**src/rtl/physics_pkg.sv**
```systemverilog
// Shared types and helpers for the soft-body physics pipeline stages.
package physics_pkg;

  typedef enum logic [2:0] {
    ST_IDLE,
    ST_CLEAR,
    ST_RUN,
    ST_DRAIN,
    ST_DONE
  } state_e;

  // Two guard bits above the spring-count growth keep +F/-F sums exact.
  function automatic int acc_width(input int force_w, input int num_springs);
    return force_w + $clog2(num_springs) + 2;
  endfunction

  // Clamp a signed value into the range of a w-bit signed number.
  function automatic logic signed [31:0] sat(input logic signed [31:0] x, input int w);
    logic signed [31:0] hi, lo;
    hi = (32'sd1 <<< (w - 1)) - 32'sd1;
    lo = -hi - 32'sd1;
    if (x > hi) return hi;
    if (x < lo) return lo;
    return x;
  endfunction

endpackage

```
**src/rtl/spring_force_engine_if.sv**
```systemverilog
// Request/result bundle between node state, the spring-force engine and the integrator.
interface spring_force_engine_if #(
  parameter int NUM_SPRINGS   = 3,
  parameter int NUM_NODES     = 3,
  parameter int POSITION_SIZE = 8,
  parameter int VELOCITY_SIZE = 8,
  parameter int FORCE_SIZE    = 8
);
  localparam int IDX_W = (NUM_NODES > 1) ? $clog2(NUM_NODES) : 1;

  logic                                                 input_valid;
  logic [1:0][NUM_NODES-1:0][POSITION_SIZE-1:0]         nodes;
  logic [1:0][NUM_NODES-1:0][VELOCITY_SIZE-1:0]         velocities;
  logic [1:0][NUM_SPRINGS-1:0][IDX_W-1:0]               springs;
  logic [1:0][NUM_SPRINGS-1:0][POSITION_SIZE-1:0]       spring_rest;
  logic [NUM_SPRINGS-1:0][2:0]                          spring_k;
  logic [NUM_SPRINGS-1:0]                               spring_en;
  logic [1:0][NUM_NODES-1:0][FORCE_SIZE-1:0]            spring_forces;
  logic                                                 output_valid;
  logic                                                 busy;
  logic                                                 index_error;

  modport master (
    output input_valid, nodes, velocities, springs, spring_rest, spring_k, spring_en,
    input  spring_forces, output_valid, busy, index_error
  );

  modport slave (
    input  input_valid, nodes, velocities, springs, spring_rest, spring_k, spring_en,
    output spring_forces, output_valid, busy, index_error
  );
endinterface

```
**src/rtl/spring_force_engine_spring_term.sv**
```systemverilog
// Per-spring force term: registered differences, then combinational shift/sum/saturate.
module spring_term
  import physics_pkg::*;
#(
  parameter int NUM_NODES     = 3,
  parameter int POSITION_SIZE = 8,
  parameter int VELOCITY_SIZE = 8,
  parameter int FORCE_SIZE    = 8,
  parameter int DAMP_SHIFT    = 2,
  parameter int IDX_W         = 2
) (
  input  logic                                          clk_in,
  input  logic                                          rst_in,
  input  logic                                          issue_i,
  input  logic                                          en_i,
  input  logic [IDX_W-1:0]                              a_i,
  input  logic [IDX_W-1:0]                              b_i,
  input  logic [1:0][POSITION_SIZE-1:0]                 rest_i,
  input  logic [2:0]                                    k_i,
  input  logic [1:0][NUM_NODES-1:0][POSITION_SIZE-1:0]  nodes_i,
  input  logic [1:0][NUM_NODES-1:0][VELOCITY_SIZE-1:0]  vel_i,
  output logic                                          vld_o,
  output logic                                          err_o,
  output logic [IDX_W-1:0]                              a_o,
  output logic [IDX_W-1:0]                              b_o,
  output logic [1:0][FORCE_SIZE-1:0]                    f_o
);
  localparam int DW  = POSITION_SIZE + 1;
  localparam int EW  = POSITION_SIZE + 2;
  localparam int DVW = VELOCITY_SIZE + 1;
  localparam int SW  = ((EW > DVW) ? EW : DVW) + 1;

  logic                    in_rng;
  logic [IDX_W-1:0]        a_sel, b_sel;
  logic [1:0][DW-1:0]      d;
  logic [1:0][EW-1:0]      e_d, e_q;
  logic [1:0][DVW-1:0]     dv_d, dv_q;
  logic [IDX_W-1:0]        a_q, b_q;
  logic [2:0]              k_q;
  logic                    vld_d, vld_q, err_d, err_q;

  // Out-of-range indices are steered to node 0 so the mux never reads past the array.
  always_comb begin
    in_rng = (int'(a_i) < NUM_NODES) && (int'(b_i) < NUM_NODES);
    a_sel  = in_rng ? a_i : '0;
    b_sel  = in_rng ? b_i : '0;
    vld_d  = issue_i & en_i & in_rng;
    err_d  = issue_i & en_i & ~in_rng;
    d      = '0;
    e_d    = '0;
    dv_d   = '0;
    for (int c = 0; c < 2; c++) begin
      d[c]    = DW'($signed(nodes_i[c][b_sel])) - DW'($signed(nodes_i[c][a_sel]));
      e_d[c]  = EW'($signed(d[c])) - EW'($signed(rest_i[c]));
      dv_d[c] = DVW'($signed(vel_i[c][b_sel])) - DVW'($signed(vel_i[c][a_sel]));
    end
  end

  always_ff @(posedge clk_in or negedge rst_in) begin
    if (!rst_in) begin
      e_q   <= '0;
      dv_q  <= '0;
      a_q   <= '0;
      b_q   <= '0;
      k_q   <= '0;
      vld_q <= 1'b0;
      err_q <= 1'b0;
    end else begin
      e_q   <= e_d;
      dv_q  <= dv_d;
      a_q   <= a_sel;
      b_q   <= b_sel;
      k_q   <= k_i;
      vld_q <= vld_d;
      err_q <= err_d;
    end
  end

  for (genvar c = 0; c < 2; c++) begin : g_axis
    logic signed [EW-1:0]  es;
    logic signed [DVW-1:0] dvs;
    logic signed [SW-1:0]  sum;
    assign es     = $signed(e_q[c]) >>> k_q;
    assign dvs    = $signed(dv_q[c]) >>> DAMP_SHIFT;
    assign sum    = SW'(es) + SW'(dvs);
    assign f_o[c] = FORCE_SIZE'(sat(32'(sum), FORCE_SIZE));
  end

  assign vld_o = vld_q;
  assign err_o = err_q;
  assign a_o   = a_q;
  assign b_o   = b_q;

endmodule

```
**src/rtl/spring_force_engine.sv**
```systemverilog
// Spring-force stage: walks the spring list one per clock and accumulates +F/-F per node.
module spring_force_engine
  import physics_pkg::*;
#(
  parameter int NUM_SPRINGS   = 3,
  parameter int NUM_NODES     = 3,
  parameter int POSITION_SIZE = 8,
  parameter int VELOCITY_SIZE = 8,
  parameter int FORCE_SIZE    = 8,
  parameter int DAMP_SHIFT    = 2
) (
  input  logic                 clk_in,
  input  logic                 rst_in,
  spring_force_engine_if.slave bus
);
  localparam int IDX_W = (NUM_NODES > 1) ? $clog2(NUM_NODES) : 1;
  localparam int CNT_W = (NUM_SPRINGS > 1) ? $clog2(NUM_SPRINGS) : 1;
  localparam int ACC_W = acc_width(FORCE_SIZE, NUM_SPRINGS);

  state_e                                     state_q, state_d;
  logic [CNT_W-1:0]                           cnt_q, cnt_d;
  logic [1:0][NUM_NODES-1:0][ACC_W-1:0]       acc_q, acc_d;
  logic                                       err_q, err_d;
  logic [1:0][NUM_NODES-1:0][FORCE_SIZE-1:0]  frc_q, frc_d;
  logic                                       ovld_q, ovld_d;
  logic                                       ierr_q, ierr_d;

  logic busy, issue, clr, done;

  logic                          term_vld, term_err;
  logic [IDX_W-1:0]              term_a, term_b;
  logic [1:0][FORCE_SIZE-1:0]    term_f;
  logic [1:0][ACC_W-1:0]         f_ext;
  logic [1:0][POSITION_SIZE-1:0] rest_sel;

  always_ff @(posedge clk_in or negedge rst_in) begin
    if (!rst_in) state_q <= ST_IDLE;
    else         state_q <= state_d;
  end

  always_comb begin
    state_d = state_q;
    unique case (state_q)
      ST_IDLE:  if (bus.input_valid) state_d = ST_CLEAR;
      ST_CLEAR: state_d = ST_RUN;
      ST_RUN:   if (cnt_q == CNT_W'(NUM_SPRINGS - 1)) state_d = ST_DRAIN;
      ST_DRAIN: state_d = ST_DONE;
      ST_DONE:  state_d = ST_IDLE;
      default:  state_d = ST_IDLE;
    endcase
  end

  always_comb begin
    busy  = (state_q != ST_IDLE);
    issue = (state_q == ST_RUN);
    clr   = (state_q == ST_CLEAR);
    done  = (state_q == ST_DONE);
  end

  always_comb begin
    rest_sel[0] = bus.spring_rest[0][cnt_q];
    rest_sel[1] = bus.spring_rest[1][cnt_q];
  end

  spring_term #(
    .NUM_NODES    (NUM_NODES),
    .POSITION_SIZE(POSITION_SIZE),
    .VELOCITY_SIZE(VELOCITY_SIZE),
    .FORCE_SIZE   (FORCE_SIZE),
    .DAMP_SHIFT   (DAMP_SHIFT),
    .IDX_W        (IDX_W)
  ) u_term (
    .clk_in (clk_in),
    .rst_in (rst_in),
    .issue_i(issue),
    .en_i   (bus.spring_en[cnt_q]),
    .a_i    (bus.springs[0][cnt_q]),
    .b_i    (bus.springs[1][cnt_q]),
    .rest_i (rest_sel),
    .k_i    (bus.spring_k[cnt_q]),
    .nodes_i(bus.nodes),
    .vel_i  (bus.velocities),
    .vld_o  (term_vld),
    .err_o  (term_err),
    .a_o    (term_a),
    .b_o    (term_b),
    .f_o    (term_f)
  );

  always_comb begin
    for (int c = 0; c < 2; c++) f_ext[c] = ACC_W'($signed(term_f[c]));
  end

  // a == b adds and subtracts the same F, so self-springs cancel without a special case.
  always_comb begin
    acc_d  = acc_q;
    err_d  = err_q;
    cnt_d  = cnt_q;
    frc_d  = frc_q;
    ierr_d = ierr_q;
    ovld_d = 1'b0;
    if (clr) begin
      acc_d = '0;
      err_d = 1'b0;
      cnt_d = '0;
    end
    if (issue) cnt_d = cnt_q + 1'b1;
    if (term_err) err_d = 1'b1;
    if (term_vld) begin
      for (int c = 0; c < 2; c++) begin
        for (int n = 0; n < NUM_NODES; n++) begin
          acc_d[c][n] = acc_q[c][n]
                      + ((term_a == IDX_W'(n)) ? f_ext[c] : '0)
                      - ((term_b == IDX_W'(n)) ? f_ext[c] : '0);
        end
      end
    end
    if (done) begin
      for (int c = 0; c < 2; c++) begin
        for (int n = 0; n < NUM_NODES; n++) begin
          frc_d[c][n] = FORCE_SIZE'(sat(32'($signed(acc_q[c][n])), FORCE_SIZE));
        end
      end
      ierr_d = err_q;
      ovld_d = 1'b1;
    end
  end

  always_ff @(posedge clk_in or negedge rst_in) begin
    if (!rst_in) begin
      cnt_q  <= '0;
      acc_q  <= '0;
      err_q  <= 1'b0;
      frc_q  <= '0;
      ovld_q <= 1'b0;
      ierr_q <= 1'b0;
    end else begin
      cnt_q  <= cnt_d;
      acc_q  <= acc_d;
      err_q  <= err_d;
      frc_q  <= frc_d;
      ovld_q <= ovld_d;
      ierr_q <= ierr_d;
    end
  end

  assign bus.spring_forces = frc_q;
  assign bus.output_valid  = ovld_q;
  assign bus.busy          = busy;
  assign bus.index_error   = ierr_q;

endmodule

```
**src/flat_wrapper.sv**
```systemverilog
// flat-port wrapper written by rule: the top's interface ports become plain ports
module spring_force_engine_flat import physics_pkg::*;
#(
  parameter int NUM_SPRINGS   = 3,
  parameter int NUM_NODES     = 3,
  parameter int POSITION_SIZE = 8,
  parameter int VELOCITY_SIZE = 8,
  parameter int FORCE_SIZE    = 8,
  parameter int DAMP_SHIFT    = 2
)
  (clk_in, rst_in, bus_input_valid, bus_nodes, bus_velocities, bus_springs, bus_spring_rest, bus_spring_k, bus_spring_en, bus_spring_forces, bus_output_valid, bus_busy, bus_index_error);
  spring_force_engine_if #(.NUM_SPRINGS(NUM_SPRINGS), .NUM_NODES(NUM_NODES), .POSITION_SIZE(POSITION_SIZE), .VELOCITY_SIZE(VELOCITY_SIZE), .FORCE_SIZE(FORCE_SIZE)) bus_i ();
  input  logic clk_in;
  input  logic rst_in;
  input wire logic [$bits(bus_i.input_valid)-1:0] bus_input_valid;
  input wire logic [$bits(bus_i.nodes)-1:0] bus_nodes;
  input wire logic [$bits(bus_i.velocities)-1:0] bus_velocities;
  input wire logic [$bits(bus_i.springs)-1:0] bus_springs;
  input wire logic [$bits(bus_i.spring_rest)-1:0] bus_spring_rest;
  input wire logic [$bits(bus_i.spring_k)-1:0] bus_spring_k;
  input wire logic [$bits(bus_i.spring_en)-1:0] bus_spring_en;
  output wire logic [$bits(bus_i.spring_forces)-1:0] bus_spring_forces;
  output wire logic [$bits(bus_i.output_valid)-1:0] bus_output_valid;
  output wire logic [$bits(bus_i.busy)-1:0] bus_busy;
  output wire logic [$bits(bus_i.index_error)-1:0] bus_index_error;
  assign bus_i.input_valid = bus_input_valid;
  assign bus_i.nodes = bus_nodes;
  assign bus_i.velocities = bus_velocities;
  assign bus_i.springs = bus_springs;
  assign bus_i.spring_rest = bus_spring_rest;
  assign bus_i.spring_k = bus_spring_k;
  assign bus_i.spring_en = bus_spring_en;
  assign bus_spring_forces = bus_i.spring_forces;
  assign bus_output_valid = bus_i.output_valid;
  assign bus_busy = bus_i.busy;
  assign bus_index_error = bus_i.index_error;
  spring_force_engine #(.NUM_SPRINGS(NUM_SPRINGS), .NUM_NODES(NUM_NODES), .POSITION_SIZE(POSITION_SIZE), .VELOCITY_SIZE(VELOCITY_SIZE), .FORCE_SIZE(FORCE_SIZE), .DAMP_SHIFT(DAMP_SHIFT)) u_core (.clk_in(clk_in), .rst_in(rst_in), .bus(bus_i));
endmodule
```
**config.mk**
```make
export PLATFORM = sky130hd
export DESIGN_NAME = spring_force_engine_flat
export DESIGN_NICKNAME = d
export VERILOG_FILES = /design/src/rtl/physics_pkg.sv /design/src/rtl/spring_force_engine_if.sv /design/src/rtl/spring_force_engine_spring_term.sv /design/src/rtl/spring_force_engine.sv /design/src/flat_wrapper.sv
export SDC_FILE = /design/constraint.sdc
export NUM_CORES = 1
export LEC_CHECK = 0
export CORE_MARGIN = 1
export CORE_UTILIZATION = 57
export DETAILED_ROUTE_END_ITERATION = 10
export GPL_TIMING_DRIVEN = 0
export MAX_ROUTING_LAYER = met4
export PLACE_DENSITY = 0.87
export REMOVE_ABC_BUFFERS = 1
export SETUP_SLACK_MARGIN = 0.15
export SLEW_MARGIN = 20
export SYNTH_ARGS = -nofsm -noshare
export SYNTH_HDL_FRONTEND = slang
export SYNTH_SLANG_ARGS = --single-unit
```
**constraint.sdc**
```tcl
create_clock -name clk_in -period 8.3 [get_ports clk_in]
set_input_delay 1.66 -clock clk_in [delete_from_list [all_inputs] [get_ports clk_in]]
set_output_delay 1.66 -clock clk_in [all_outputs]
set_load 0.005 [all_outputs]
```
==> run_results.csv, run 1 <==
group,metric,value,unit
drt,detailroute.via_count,14800,
drt,detail_route.wl_per_cell,17.1,um
worst_setup_path,length_in_cells_of_the_worst_reg_to_reg_path,27,
sta,finalWorstSetupSlack,0.594,ns
drt,dr.pass1.iters,6,
clock_network,cts_num_sinks,171,
synth,ys_async_sr_fraction,100,%
placement,final_hpwl_from_detailed_placement,33.1,mm
synth,ys.warnings.count,0,
synth,syn_area_per_cell,8.50,um^2
sta,period_needed,7.71,ns
floorplanning,initial_utilization,58.3,%
floorplanning,core_footprint,28000,um^2
drt,detail_route.wirelength,42.6,mm
placement,placement.cell_area,19000,um^2
finish,layout_commonest_cell,"sky130_fd_sc_hd__nand2_1",
sta,clock.fmax,130,MHz
finish,final_area,19600,um^2
placement,port-buffer-count,221,
floorplanning,die_boundary_height,171,um
sta,final-max-slew-violation-count,0,
global_routing,number_of_antenna_violations_at_the_first_check_in_global_routing,1,
global_routing,grt_pass1_vias,14900,
synth,synth_edf_count,0,
sta,unrepaired_setup_endpoints_after_global_routing,"no",
sta,tightestPinTransition,0.875,ns
status,run_status,"completed",
sta,finalSetupViolCount,0,
floorplanning,die-width,171,um
run,max_cap_violations,0,
worst_setup_path,worst_setup_path_start_kind,"register",
finish,fillerInstances,2156,
clock_network,clk_pin_slew,0.07,ns
floorplanning,die_area,29300,um^2
global_routing,grt_start_max_net_pins,98,
placement,place_ws,0.722,ns
drt,via_per_inst,5.94,
worst_setup_path,critical_path.reg2reg.startpoint,"u_core.u_term.k_q[1]",
worst_setup_path,timing.critical_path.arrival,8.08,ns
worst_setup_path,worstReg2RegEnd,"u_core.acc_q[58]",
worst_setup_path,r2r_slack,0.59,ns
clock_network,cts_made_buffers,17,
sta,final_hold_viol_count,0,
clock_network,ctsRootBufferMaster,"sky130_fd_sc_hd__clkbuf_16",
drt,dr.first_iter.drc_count,1060,
worst_setup_path,worstPathRequired,8.67,ns
sta,holdWs,0.435,ns
synth,synth_seq_cells,171,
floorplanning,top_level_pins,222,
synth,synth_cell_type_count,81,
worst_hold_path,worst_hold_path_type,"register to register",
synth,synthFlopType,"sky130_fd_sc_hd__dfrtp_1",
sta,finalCritPeriodShare,92.8,%
floorplanning,floorplan.rows,61,
placement,routabilityCongestion,0.915,
worst_setup_path,crit_path_max_fanout,20,
drt,remaining_drc_errors,0,
global_routing,global_route.overflow_total,0,
clock_network,cts_tree,"yes",
worst_setup_path,critical_path_class,"register to register",
worst_setup_path,cp-end-kind,"register",
worst_setup_path,worst_setup_path_startpoint,"u_core.u_term.k_q[1]",
synth,synthCells,1922,
global_routing,grt_use_total,30.8,%
worst_setup_path,crit_path_end,"u_core.acc_q[58]",
clock_network,clock_latency,0.44,ns
clock_network,cts_max_level,4,
synth,yosysSeqAreaShare,26.2,%
global_routing,grt_pass1_wl,70.4,mm
finish,design.final.nets,2491,
sta,relSlewSlack,41.7,%
drt,ant_nets,0,
finish,mostFrequentLayoutCells,"sky130_fd_sc_hd__nand2_1 (270), sky130_fd_sc_hd__clkdlybuf4s50_1 (220), sky130_fd_sc_hd__inv_1 (184), sky130_fd_sc_hd__dfrtp_1 (167), sky130_fd_sc_hd__o21ai_0 (166)",
synth,post_synth_instance_area,16300,um^2
clock_network,clk_path_buf_depth,2,
finish,areaGrowthSynthToFinish,20.0,%
finish,final_layout_size_suffix_gt1_share,4.77,%
sta,timing.clock.skew,0.0109,ns
[registers in the layout, summed over array words and instances (netlist names), 2 cells and up]
register and flops:
u_core.u_term.k_q 3, u_core.u_term.e_q 20, u_core.u_term.a_o 2, u_core.bus.spring_forces 48
u_core.state_q 3, u_core.u_term.b_o 2, u_core.u_term.dv_q 14, u_core.cnt_q 2
u_core.acc_q 72
[cells in the mapped netlist, drive strengths merged, types with 15 or more instances]
cell type / n / area share (%)
nor2: 130 / 3.1
a21o: 29 / 1.3
fa: 84 / 10
nand3: 37 / 1.1
inv: 185 / 4.2
nand2b: 17 / 0.65
a211oi: 15 / 0.72
xor2: 33 / 1.8
mux2i: 93 / 5.7
nor2b: 28 / 1.1
buf: 22 / 0.70
dfrtp: 171 / 26
o31ai: 15 / 0.69
ha: 131 / 10
nor3: 40 / 1.3
nand2: 270 / 6.2
xnor2: 49 / 2.6
clkbuf: 50 / 1.1
o21ai: 170 / 5.2
a21oi: 139 / 4.3
[stage by stage]
step	utilization, %	std cells	setup TNS (ns)
CTS	70.0	2496	0
detailed placement	67.8	2464	0
global route	70.0	2497	0
global placement	66.8	2449	-253.69
floorplan	-	1850	0
finish	70.0	2497	0
[kinds of logic (layout without fill, tap and decap cells)]
kind of cell | after synthesis | after routing | synth area share [%]
xor+xnor | 82 | 82 | 4.40
buf+inv | 259 | 455 | 6.14
fa+ha+maj | 215 | 215 | 20.3
flops | 171 | 171 | 26.2
compound gates | 491 | 491 | 19.1
simple gates | 594 | 594 | 16.5
other cells | 0 | 1 | 0
mux | 110 | 110 | 7.35
[layout make-up]
| cell class | instances | area [um^2] | area share, % |
|---|---|---|---|
| Sequential cell | 171 | 4280 | 21.9 |
| Tap cell | 378 | 473 | 2.41 |
| Timing Repair Buffer | 236 | 2430 | 12.4 |
| Multi-Input combinational cell | 1492 | 11100 | 56.6 |
| Antenna cell | 1 | 2.50 | 0.0128 |
| Clock inverter | 12 | 165 | 0.842 |
| Clock buffer | 20 | 447 | 2.28 |
| Inverter | 187 | 702 | 3.58 |
[worst max-delay path, stage by stage, from the launching register on]
cell                       delay, ns
sky130_fd_sc_hd__dfrtp_1        0.92
sky130_fd_sc_hd__mux2_2         0.43
sky130_fd_sc_hd__nor2_1         0.09
sky130_fd_sc_hd__a21oi_1        0.07
sky130_fd_sc_hd__mux2_2         0.29
sky130_fd_sc_hd__ha_1           0.21
sky130_fd_sc_hd__fa_1           0.40
sky130_fd_sc_hd__a21o_1         0.19
sky130_fd_sc_hd__a21oi_2        0.17
sky130_fd_sc_hd__o21bai_1       0.11
sky130_fd_sc_hd__a2111o_1       0.49
sky130_fd_sc_hd__a31oi_2        0.46
sky130_fd_sc_hd__nor2_2         0.28
sky130_fd_sc_hd__o22ai_1        0.60
sky130_fd_sc_hd__nor2_1         0.17
sky130_fd_sc_hd__ha_1           0.30
sky130_fd_sc_hd__inv_1          0.06
sky130_fd_sc_hd__ha_1           0.17
sky130_fd_sc_hd__inv_1          0.06
sky130_fd_sc_hd__fa_1           0.39
sky130_fd_sc_hd__nor2b_1        0.13
sky130_fd_sc_hd__o21ai_0        0.10
sky130_fd_sc_hd__a21boi_0       0.30
sky130_fd_sc_hd__o21ai_0        0.17
sky130_fd_sc_hd__a21boi_0       0.39
sky130_fd_sc_hd__o211ai_1       0.19
sky130_fd_sc_hd__a2111o_1       0.39
sky130_fd_sc_hd__nand3_1        0.07
[how the worst min path moves through the flow]
stage | cells past startpoint | endpoint | start
after floorplan | 1 | u_core.err_q | u_core.u_term.err_o
after global placement | 1 | u_core.err_q | u_core.u_term.err_o
after detailed placement | 1 | u_core.err_q | u_core.u_term.err_o
after CTS | 1 | u_core.err_q | u_core.u_term.err_o
after global routing | 1 | u_core.err_q | u_core.u_term.err_o
final | 1 | u_core.err_q | u_core.u_term.err_o
[metal layers]
metal / track usage, % / up-vias / share of wire [%]
met5: - / - / 0
met4: 12.5 / 0 / 3.3
met3: 3.27 / 104 / 5.0
met2: 54.7 / 540 / 51
met1: 35.6 / 7174 / 41
li1: - / 7026 / -
[timing repair]
item	CTS	global route
gates resized for setup	0	1
hold endpoints to repair	0	0
setup buffers	0	0
setup endpoints to repair	0	6
hold buffers	0	0
Power of run 1 is left out: the tool's default activity adds up to more than one toggle a clock period on the data nets, which glitch-free logic cannot reach.
==> run 2, diff against run 1 <==
--- a/config.mk
+++ b/config.mk
@@ -13,7 +13,7 @@
 export PLACE_DENSITY = 0.87
 export REMOVE_ABC_BUFFERS = 1
 export SETUP_SLACK_MARGIN = 0.15
-export SLEW_MARGIN = 20
 export SYNTH_ARGS = -nofsm -noshare
 export SYNTH_HDL_FRONTEND = slang
 export SYNTH_SLANG_ARGS = --single-unit
+export TNS_END_PERCENT = 30
==> run 2 against run 1 <==
- cell count is essentially flat
- via count shrank 0.52%
- routed wire length shrank 0.20%
- clock skew grew 0.0025 ns
- largest cell class unchanged
- register-to-register slack lost 0.03 ns
- critical endpoint is now u_core.acc_q[70]
- sequential cell count is the same
- clock-buffer cell count is the same
- non-clock buffer count shrank 2
- final area shrank 0.13%
- critical path depth is the same
- die area is the same
==> run_results.csv, run 2 (synthesis results as in run 1) <==
group,metric,value,unit
drt,remaining_drc_errors,0,
finish,layout_commonest_cell,"sky130_fd_sc_hd__nand2_1",
sta,relSlewSlack,3.58,%
worst_setup_path,crit_path_top_delay_cell,"sky130_fd_sc_hd__dfrtp_1",
worst_setup_path,worstReg2RegEnd,"u_core.acc_q[70]",
floorplanning,top_level_pins,222,
clock_network,clk_pin_slew,0.07,ns
worst_setup_path,worstPathRequired,8.62,ns
floorplanning,core_footprint,28000,um^2
worst_setup_path,critical_path.reg2reg.startpoint,"u_core.u_term.k_q[1]",
sta,final-max-slew-violation-count,0,
finish,largest_reg_flops,72,
drt,met3_length,2.29,mm
clock_network,cts_tree,"yes",
worst_setup_path,worst_setup_path_startpoint,"u_core.u_term.k_q[1]",
sta,final_hold_viol_count,0,
clock_network,ctsRootBufferMaster,"sky130_fd_sc_hd__clkbuf_16",
drt,routed.top_layer,"met4",
drt,detail_route.wl_per_cell,17.0,um
clock_network,clock_latency,0.44,ns
global_routing,grt_pass1_vias,15000,
drt,met1_wirelength,17.0,mm
finish,biggest_register,"u_core.acc_q",
drt,via_per_inst,5.92,
sta,tightestPinTransition,1.45,ns
placement,final_hpwl_from_detailed_placement,32.9,mm
clock_network,post_cts_resized,0,
global_routing,grt_start_max_net_pins,98,
clock_network,postCtsSetupBuffers,0,
floorplanning,die_area,29300,um^2
floorplanning,die_boundary_height,171,um
floorplanning,die-width,171,um
sta,finalSetupViolCount,0,
finish,areaGrowthSynthToFinish,19.8,%
worst_setup_path,cp-end-kind,"register",
run,max_cap_violations,0,
sta,unrepaired_setup_endpoints_after_global_routing,"no",
placement,routabilityCongestion,0.915,
global_routing,number_of_antenna_violations_at_the_first_check_in_global_routing,1,
status,run_status,"completed",
worst_setup_path,crit_path_max_fanout,20,
worst_setup_path,cp_common_cell,"sky130_fd_sc_hd__ha_1",
clock_network,cts_made_buffers,17,
worst_setup_path,timing.critical_path.arrival,8.05,ns
drt,detailroute.via_count,14800,
sta,setup_total_negative_slack,0,ns
worst_setup_path,timing.critical_path.slowest_cell_delay,0.95,ns
finish,design.final.nets,2489,
worst_setup_path,r2r_slack,0.57,ns
finish,mostFrequentLayoutCells,"sky130_fd_sc_hd__nand2_1 (270), sky130_fd_sc_hd__clkdlybuf4s50_1 (220), sky130_fd_sc_hd__inv_1 (184), sky130_fd_sc_hd__o21ai_0 (169), sky130_fd_sc_hd__dfrtp_1 (169)",
clock_network,cts.hold.buffers_added,0,
sta,clock.fmax,129,MHz
drt,ant_nets,0,
global_routing,global_route.overflow_total,0,
sta,period_needed,7.73,ns
global_routing,grt_pass1_wl,69.9,mm
clock_network,cts_max_level,4,
drt,met2_wl_post_dr,21.7,mm
sta,finalCritPeriodShare,93.1,%
floorplanning,floorplan.rows,61,
worst_hold_path,worst_hold_path_type,"register to register",
drt,dr.first_iter.drc_count,963,
finish,final_layout_size_suffix_gt1_share,4.63,%
floorplanning,initial_utilization,58.3,%
worst_setup_path,critical_path_class,"register to register",
worst_setup_path,length_in_cells_of_the_worst_reg_to_reg_path,27,
clock_network,clk_path_buf_depth,2,
global_routing,grt_use_total,30.7,%
placement,port-buffer-count,221,
clock_network,cts_num_sinks,171,
drt,dr.pass1.iters,5,
drt,detail_route.wirelength,42.5,mm
sta,timing.clock.skew,0.0134,ns
worst_setup_path,crit_path_end,"u_core.acc_q[70]",
worst_setup_path,worst_setup_path_start_kind,"register",
run 2: worst min path at each step:
stage,startpoint,end,slack [ns],cells after the start
after floorplan,u_core.u_term.err_o,u_core.err_q,0.40,1
after global placement,u_core.u_term.err_o,u_core.err_q,0.42,1
after detailed placement,u_core.u_term.err_o,u_core.err_q,0.42,1
after CTS,u_core.u_term.err_o,u_core.err_q,0.43,1
after global routing,u_core.u_term.err_o,u_core.err_q,0.46,1
final,u_core.u_term.err_o,u_core.err_q,0.44,1
run 2: cell type report:
class / count / area [um^2]
Clock inverter: 12 / 139
Fill cell: 2159 / 8430
Inverter: 187 / 702
Sequential cell: 171 / 4280
Clock buffer: 20 / 457
Timing Repair Buffer: 234 / 2430
Antenna cell: 1 / 2.50
Tap cell: 378 / 473
Multi-Input combinational cell: 1492 / 11100
run 2: metrics by stage:
stage / instance area, um^2 / hold WS (ns) / util (%) / setup slack, ns / instances
2_1_floorplan: 16000 / 0.404 / - / 0.833 / 1850
3_3_place_gp: 18700 / 0.419 / 66.8 / -1.77 / 2449
3_5_place_dp: 19000 / 0.418 / 67.8 / 0.750 / 2462
4_1_cts: 19600 / 0.434 / 69.9 / 0.631 / 2494
5_1_grt: 19600 / 0.464 / 69.9 / 0.273 / 2495
6_report: 19600 / 0.435 / 69.9 / 0.569 / 2495
run 2: worst max-delay path: cells and delay by family (launching register included):
kind	cells	cell delay, ns
DFF	1	0.95
buffers and inverters	2	0.12
and+or+nand+nor	4	0.59
muxes	2	0.73
adders and majority gates	5	1.47
AOI/OAI and AO/OA	14	3.76
run 2: metal layers:
layer | up-vias | GRT usage [%]
met3 | 112 | 4.03
met5 | - | -
li1 | 7026 | -
met2 | 514 | 54.4
met4 | 0 | 13.3
met1 | 7115 | 34.6
Power of run 2 is left out for the same reason.
==> run 3, diff against run 2 <==
--- a/config.mk
+++ b/config.mk
@@ -13,6 +13,7 @@
 export PLACE_DENSITY = 0.87
 export REMOVE_ABC_BUFFERS = 1
 export SETUP_SLACK_MARGIN = 0.15
+export SKIP_CTS_REPAIR_TIMING = 1
 export SYNTH_ARGS = -nofsm -noshare
 export SYNTH_HDL_FRONTEND = slang
 export SYNTH_SLANG_ARGS = --single-unit
==> results of run 3 <==
Final layout, timing and power as in run 2 (identical DEF).
Power of run 3 is left out for the same reason.
